<file path="src/rtl/operand_loader.sv">
// Operand loader: captures minuend A then subtrahend B from a shared switch bank
// using one debounced LOAD button; CLEAR returns to operand A entry.
// Latency: LOAD first sampled high at edge k -> A/B update at edge k+DEBOUNCE_CYCLES+2.
module operand_loader #(
  parameter int WIDTH           = 4,
  parameter int DEBOUNCE_CYCLES = 4
) (
  input  logic             clk,
  input  logic             rst,
  input  logic [WIDTH-1:0] sw,
  input  logic             btn_load,
  input  logic             btn_clear,
  output logic [WIDTH-1:0] A,
  output logic [WIDTH-1:0] B,
  output logic             operands_valid,
  output logic [1:0]       state
);

  // Counter only needs to reach DEBOUNCE_CYCLES-1; keep at least one bit.
  localparam int CW = (DEBOUNCE_CYCLES > 1) ? $clog2(DEBOUNCE_CYCLES) : 1;
  localparam logic [CW-1:0] CNT_LAST = CW'(DEBOUNCE_CYCLES - 1);

  typedef enum logic [1:0] {
    WAIT_A = 2'b00,
    WAIT_B = 2'b01,
    READY  = 2'b10
  } state_t;

  logic          load_s1;
  logic          load_s;
  logic          clear_s1;
  logic          clear_s;
  logic          stable_lvl;
  logic [CW-1:0] cnt;
  logic          load_pulse;
  state_t        state_q;

  // Two-flop synchronisers for both raw pushbuttons.
  always_ff @(posedge clk) begin
    if (rst) begin
      load_s1  <= 1'b0;
      load_s   <= 1'b0;
      clear_s1 <= 1'b0;
      clear_s  <= 1'b0;
    end else begin
      load_s1  <= btn_load;
      load_s   <= load_s1;
      clear_s1 <= btn_clear;
      clear_s  <= clear_s1;
    end
  end

  // Debounce LOAD: accept a new level only after DEBOUNCE_CYCLES consecutive
  // mismatching samples; a rising acceptance emits a single-cycle load_pulse.
  always_ff @(posedge clk) begin
    if (rst) begin
      stable_lvl <= 1'b0;
      cnt        <= '0;
      load_pulse <= 1'b0;
    end else begin
      load_pulse <= 1'b0;
      if (load_s == stable_lvl) begin
        cnt <= '0;
      end else if (cnt == CNT_LAST) begin
        stable_lvl <= load_s;
        cnt        <= '0;
        load_pulse <= load_s;
      end else begin
        cnt <= cnt + 1'b1;
      end
    end
  end

  // Operand-entry FSM; CLEAR wins over a coincident load pulse and the
  // unused encoding falls back to WAIT_A.
  always_ff @(posedge clk) begin
    if (rst) begin
      state_q        <= WAIT_A;
      A              <= '0;
      B              <= '0;
      operands_valid <= 1'b0;
    end else if (clear_s) begin
      state_q        <= WAIT_A;
      A              <= '0;
      B              <= '0;
      operands_valid <= 1'b0;
    end else begin
      case (state_q)
        WAIT_A: begin
          if (load_pulse) begin
            A       <= sw;
            state_q <= WAIT_B;
          end
        end
        WAIT_B: begin
          if (load_pulse) begin
            B              <= sw;
            operands_valid <= 1'b1;
            state_q        <= READY;
          end
        end
        READY: begin
          if (load_pulse) begin
            A              <= sw;
            operands_valid <= 1'b0;
            state_q        <= WAIT_B;
          end
        end
        default: begin
          state_q        <= WAIT_A;
          operands_valid <= 1'b0;
        end
      endcase
    end
  end

  assign state = state_q;

endmodule

</file>
<file path="config.mk">
export PLATFORM = sky130hd
export DESIGN_NAME = operand_loader
export DESIGN_NICKNAME = d
export VERILOG_FILES = /design/src/rtl/operand_loader.sv
export SDC_FILE = /design/constraint.sdc
export NUM_CORES = 1
export LEC_CHECK = 0
export ABC_AREA = 1
export CORE_MARGIN = 8
export CORE_UTILIZATION = 48
export CTS_CLUSTER_SIZE = 28
export DETAILED_ROUTE_END_ITERATION = 10
export PLACE_DENSITY = 0.87
export SLEW_MARGIN = 20
export SYNTH_ARGS = -nofsm -noshare
export SYNTH_HDL_FRONTEND = slang
export SYNTH_SLANG_ARGS = --single-unit
</file>
<file path="constraint.sdc">
create_clock -name clk -period 1.5 [get_ports clk]
set_clock_uncertainty 0.05 [all_clocks]
set_input_delay 0.225 -clock clk [delete_from_list [all_inputs] [get_ports clk]]
set_output_delay 0.225 -clock clk [all_outputs]
set_load 0.03 [all_outputs]
</file>
==> results of run 1 <==
==> layer usage <==
metal,share of wire,GRT usage,routed length [um],up-vias
met4,0,0.0246,0,0
met3,0.096,0.0326,117,0
met5,0,0,0,-
li1,-,-,-,315
met2,0.45,0.156,551,18
met1,0.45,0.106,547,241
==> cell usage after synthesis <==
master | n | area, sq um
nor2_1 | 25 | 93.8
nand3_1 | 1 | 5.00
nand2_2 | 1 | 6.26
inv_2 | 1 | 3.75
nand2_1 | 14 | 52.6
ha_1 | 1 | 12.5
nand3_4 | 1 | 17.5
nand4_1 | 1 | 6.26
dfxtp_1 | 19 | 380
buf_4 | 1 | 7.51
a21oi_1 | 3 | 15.0
inv_1 | 16 | 60.1
nor2_8 | 1 | 20.0
o21ai_0 | 5 | 25.0
a21boi_0 | 1 | 7.51
==> power breakdown <==
part / internal, W / total (W) / switching, W
registers: 0.000510 / 0.000513 / 0.00000325
logic: 0.0000259 / 0.0000451 / 0.0000192
clock network: 0.000103 / 0.000239 / 0.000136
==> timing repair <==
item / CTS / global route
resized for setup: 11 / 2
endpoints found under the setup margin: 11 / 1
pin swaps: 0 / 0
==> how the worst max path moves through the flow <==
stage	from	cells after the start	to	slack, ns
global placement	state[0]$_SDFFE_PP0P_	1	state[0]	0.07
floorplan	state[0]$_SDFFE_PP0P_	5	A[0]$_SDFFE_PP0P_	0.37
detailed placement	state[0]$_SDFFE_PP0P_	1	state[0]	0.05
CTS	state[0]$_SDFFE_PP0P_	1	state[0]	0.02
finish	state[1]$_SDFFE_PP0P_	1	state[1]	0.15
global route	state[1]$_SDFFE_PP0P_	1	state[1]	0.08
==> flip-flops by register name (all words and copies together) (netlist names) <==
signal	count
load_s1	1
clear_s1	1
B	4
stable_lvl	1
cnt	2
state	2
load_pulse	1
clear_s	1
operands_valid	1
A	4
load_s	1
==> final cells by class <==
type / count / area, sq um / area share
multi-input cells: 54 / 262 / 0.284
well taps: 16 / 20.0 / 0.0217
repair buffers: 19 / 170 / 0.185
inverters: 17 / 63.8 / 0.0692
flip-flops and latches: 19 / 380 / 0.412
clock buffers: 4 / 26.3 / 0.0285
==> through the flow <==
step	utilization	instance area [sq um]	instances
4_1_cts	0.637	926	129
6_report	0.634	922	129
3_5_place_dp	0.628	913	125
2_1_floorplan	-	713	91
3_3_place_gp	0.628	913	125
5_1_grt	0.634	922	129
==> cell families after synthesis <==
family | share of synthesized area
AND/OR/NAND/NOR | 0.282
buffers and inverters | 0.100
adder cells (fa/ha/maj) | 0.0175
flip-flops | 0.533
AO/OA/AOI/OAI | 0.0667
==> flow_metrics.tcl, run 1 <==
set metrics [dict create \
    setup_slack_ns 0.148 \
    routed_wl_um 1220 \
    start_util 0.491 \
    area.growth.synth_to_final_pct 29.3 \
    clk_latency_ns 0.28 \
    cpPeakStageDelay_ns 0.42 \
    final_cell_mix "nor2_1, dfxtp_1, inv_1" \
    netlist_area_sq_um 713 \
    final_common_cell "nor2_1" \
    hold_path_class "reg -> reg" \
    critPathKind "reg -> out" \
    remaining_drc_errors 0 \
    total_power_w 0.000797 \
    root_buffer "clkbuf_4" \
    crit_buf_inv 1 \
    first_pass_iters 4 \
    grt_overflow 0 \
    dr.first_iter.drc_count 3 \
    grt_max_degree 11 \
    postCtsSetupBuffers 0 \
    nets 123 \
    ios 19 \
    setup-tns-final_ns 0 \
    gp_congestion 0.742 \
    outcome "completed" \
    cts_tree "done" \
    final.fill_count 139 \
    ir_drop_v 0.000537 \
    numPortBuffers 18 \
    viasPerCell 4.45 \
    grtUsageTotal 0.0916 \
    synth_nets 100 \
    p_per_area_mw_per_mm2 864 \
    drive_above_1_share 0.0796 \
    r2r_slack_ns 0.48 \
    post-route-min-period_ns 1.35 \
    hold_end "clear_s$_SDFF_PP0_" \
    worst_path_max_delay_cell "dlygate4sd2_1" \
    path_clk_slew_ns 0.10 \
    avgRoutedWirePerCell_um 9.43 \
    num_antenna_cells 0 \
    min_path_cells 2 \
    core_sq_mm 0.00145 \
    die_w_um 54.5 \
    fin_crit_sh 0.902 \
    reg2reg_to "A[1]$_SDFFE_PP0P_" \
    crit_family "buffers and inverters" \
    antenna_found_initial 0 \
    seq_area_frac_synth 0.533 \
    dp_slack_ns 0.0509 \
    rsz0062_at_grt "no" \
    num_vias 574 \
    ctsHoldBuffers 0 \
    core.rowCount 14 \
    worst_pin_slew_ns 0.313 \
    htree_levels 1 \
    synth.avg_cell_area_sq_um 7.84 \
    clk_path_buf_depth 2 \
    crit_path_start_kind "flip-flop" \
    die_area_sq_mm 0.00298 \
    slew_violations 0 \
    p_leak_nw 0.449 \
    hold_start "clear_s1$_SDFF_PP0_" \
    synth_cells 91 \
    max_slew_margin 0.792 \
    finalSetupViolCount 0 \
    hold_ws_ns 0.361 \
    dpl.hpwl_um 1000 \
    ys_seq_elements 19 \
    fmax_mhz 739 \
    ant_nets 0 \
    cp_max_fo 4 \
    crit_chain "dlygate4sd2_1" \
    rr_startpoint "state[0]$_SDFFE_PP0P_" \
    grt_pass1_vias 510 \
    hold_viol 0 \
    clock-sinks 19 \
    critPathCaptureType "output port" \
    synth_warnings 0 \
    required_ns 1.22 \
    rr_worst_depth 5 \
    arrival_ns 1.08 \
    grt_pass1_wl_um 2040 \
    fp.dieH_um 54.5 \
    yosys.cell_types.count 15 \
    cts_buffers 3 \
    cap_violations 0 \
]
Note: power is estimated with default switching activity, not from simulation.
==> inputs of run 2 (changes only) <==
Settings changed: ABC_AREA 1 to 0, CELL_PAD_IN_SITES_DETAIL_PLACEMENT from default to 2, CELL_PAD_IN_SITES_GLOBAL_PLACEMENT from default to 2, CORE_UTILIZATION 48 to 29.
==> flow_metrics.tcl, run 2 <==
set metrics [dict create \
    outcome "completed" \
    num_antenna_cells 0 \
    finalSetupViolCount 0 \
    avgRoutedWirePerCell_um 14.0 \
    numPortBuffers 18 \
    final_cell_mix "dfxtp_1, nor2_1, dlygate4sd2_1" \
    max_slew_margin 0.769 \
    synth_nets 70 \
    worst_path_max_delay_cell "dfxtp_1" \
    slew_violations 0 \
    yosysTopAreaCellShare 0.576 \
    cap_violations 0 \
    grt_pass1_vias 551 \
    fmax_mhz 708 \
    synth.avg_cell_area_sq_um 10.8 \
    netlist_area_sq_um 661 \
    gp_congestion 0.657 \
    synth_cells 61 \
    dpl.hpwl_um 1230 \
    clk_path_buf_depth 2 \
    cts_tree "done" \
    crit_family "flip-flops" \
    fin_crit_sh 0.941 \
    hold_viol 0 \
    synth-edff-count 0 \
    remaining_drc_errors 0 \
    synth_area_leaders "dfxtp_1, mux2i_1, nor2_1" \
    cts_buffers 3 \
    arrival_ns 1.14 \
    clk_latency_ns 0.29 \
    grt_overflow 0 \
    antenna_found_initial 0 \
    setup_slack_ns 0.0878 \
    num_vias 499 \
    seq_area_frac_synth 0.576 \
    crit_chain "clkdlybuf4s15_1" \
    ys_seq_elements 19 \
    nets 93 \
    required_ns 1.22 \
    grtUsageTotal 0.0843 \
    postSynth.asyncResetShare 0 \
    synth_top_cell_by_area "dfxtp_1" \
    ir_drop_v 0.000470 \
    p_leak_nw 0.439 \
    grt_max_degree 12 \
    first_pass_iters 4 \
    fin_util 0.408 \
    final_common_cell "dfxtp_1" \
    drive_above_1_share 0.0723 \
    postCtsSetupBuffers 0 \
    reg_top3 "A (4), B (4)" \
    post-route-min-period_ns 1.41 \
    p_per_area_mw_per_mm2 904 \
    path_clk_slew_ns 0.10 \
    viasPerCell 4.50 \
    die_area_sq_mm 0.00406 \
    critPathCaptureType "output port" \
    ant_nets 0 \
    area.growth.synth_to_final_pct 35.4 \
    synthTopCellsByCount "dfxtp_1, nor2_1, mux2i_1" \
    core_sq_mm 0.00219 \
    hold_path_class "reg -> reg" \
    synth_warnings 0 \
    ios 19 \
    critPathKind "reg -> out" \
    worst_pin_slew_ns 0.345 \
    cp_max_fo 7 \
    cpPeakStageDelay_ns 0.44 \
    synth_ff_type "dfxtp_1" \
    routed_wl_um 1550 \
    rsz0062_at_grt "no" \
    final.fill_count 226 \
    core.rowCount 17 \
    root_buffer "clkbuf_4" \
    htree_levels 1 \
    crit_path_start_kind "flip-flop" \
    yosys.cell_types.count 19 \
    dr.first_iter.drc_count 5 \
    synth.most_common_cell "dfxtp_1" \
    fp.dieH_um 63.7 \
    clock-sinks 19 \
    crit_buf_inv 1 \
    start_util 0.302 \
    grt_pass1_wl_um 2710 \
    die_w_um 63.7 \
    dp_slack_ns -0.0840 \
]
## run 2: cell types whose count changed after synthesis, moves of 2 or more
| cell | previous run | this run |
|---|---|---|
| inv_1 | 16 | 1 |
| nand2_1 | 14 | 1 |
| nor2_1 | 25 | 12 |
| mux2i_1 | 0 | 9 |
| o21ai_0 | 5 | 0 |
| and2b_1 | 0 | 3 |
| buf_2 | 0 | 2 |
## run 2: worst paths after layout
path                                            start                 to  slack [ns]  cells after the start
worst max-delay path            state[0]$_SDFFE_PP0P_           state[0]        0.09                      1
worst min-delay path                cnt[0]$_SDFF_PP0_  cnt[0]$_SDFF_PP0_        0.38                      1
worst max register to register  state[0]$_SDFFE_PP0P_  A[0]$_SDFFE_PP0P_        0.30                      3
worst min register to register      cnt[0]$_SDFF_PP0_  cnt[0]$_SDFF_PP0_        0.38                      1
## run 2: power by group
group          leakage, nW  internal [W]  switching, W
clock network       0.0150      0.000104      0.000150
registers            0.154      0.000510    0.00000248
logic                0.271     0.0000261     0.0000160
total                0.439      0.000640      0.000169
## run 2: area by class of cell
class                   count  area, sq um  area share
flip-flops and latches     19          380       0.425
multi-input cells          39          267       0.298
repair buffers             20          183       0.204
well taps                  28         35.0      0.0392
clock buffers               4         26.3      0.0294
inverters                   1         3.75     0.00420
## run 2: what timing repair did
| item | CTS | global route |
|---|---|---|
| endpoints found under the hold margin | 0 | 0 |
| hold buffers | 0 | 0 |
| setup endpoints to repair | 11 | 1 |
| gates resized for setup | 11 | 1 |
## run 2: per-stage QoR
step | setup TNS [ns] | cell area (sq um) | hold WS (ns) | instances | total power [W]
global placement | -0.0553 | 881 | 0.355 | 107 | 0.000564
CTS | 0 | 893 | 0.384 | 111 | 0.000827
global route | 0 | 895 | 0.416 | 111 | 0.000856
floorplan | 0 | 661 | 0.247 | 61 | 0.000536
detailed placement | -0.0840 | 881 | 0.368 | 107 | 0.000567
finish | 0 | 895 | 0.377 | 111 | 0.000809
## run 2: kinds of logic (layout without fill, tap and decap cells)
kind of cell,after synthesis,in the layout,share of synthesized area
AND/OR/NAND/NOR,24,24,0.201
flip-flops,19,19,0.576
multiplexers,9,9,0.136
AO/OA/AOI/OAI,4,4,0.0341
buffers and inverters,3,25,0.0208
adder cells (fa/ha/maj),1,1,0.0189
XOR/XNOR,1,1,0.0133
## run 2: worst reg2reg max path, stage by stage, from the launching register on
cell      delay, ns
dfxtp_1        0.44
nand2b_1       0.33
mux2i_1        0.23
nor2_1         0.06
## run 2: metal layers
metal  wire (um)  vias up  track usage
li1            -      247            -
met1         628      237       0.0943
met2         838       10        0.143
met3          34        5       0.0139
met4          48        0       0.0585
met5           0        -            0
==> inputs of run 3 (changes only) <==
Settings changed: TNS_END_PERCENT from default to 30.
==> results of run 3 <==
The final DEF is identical to that of run 2; final timing and power are the same.
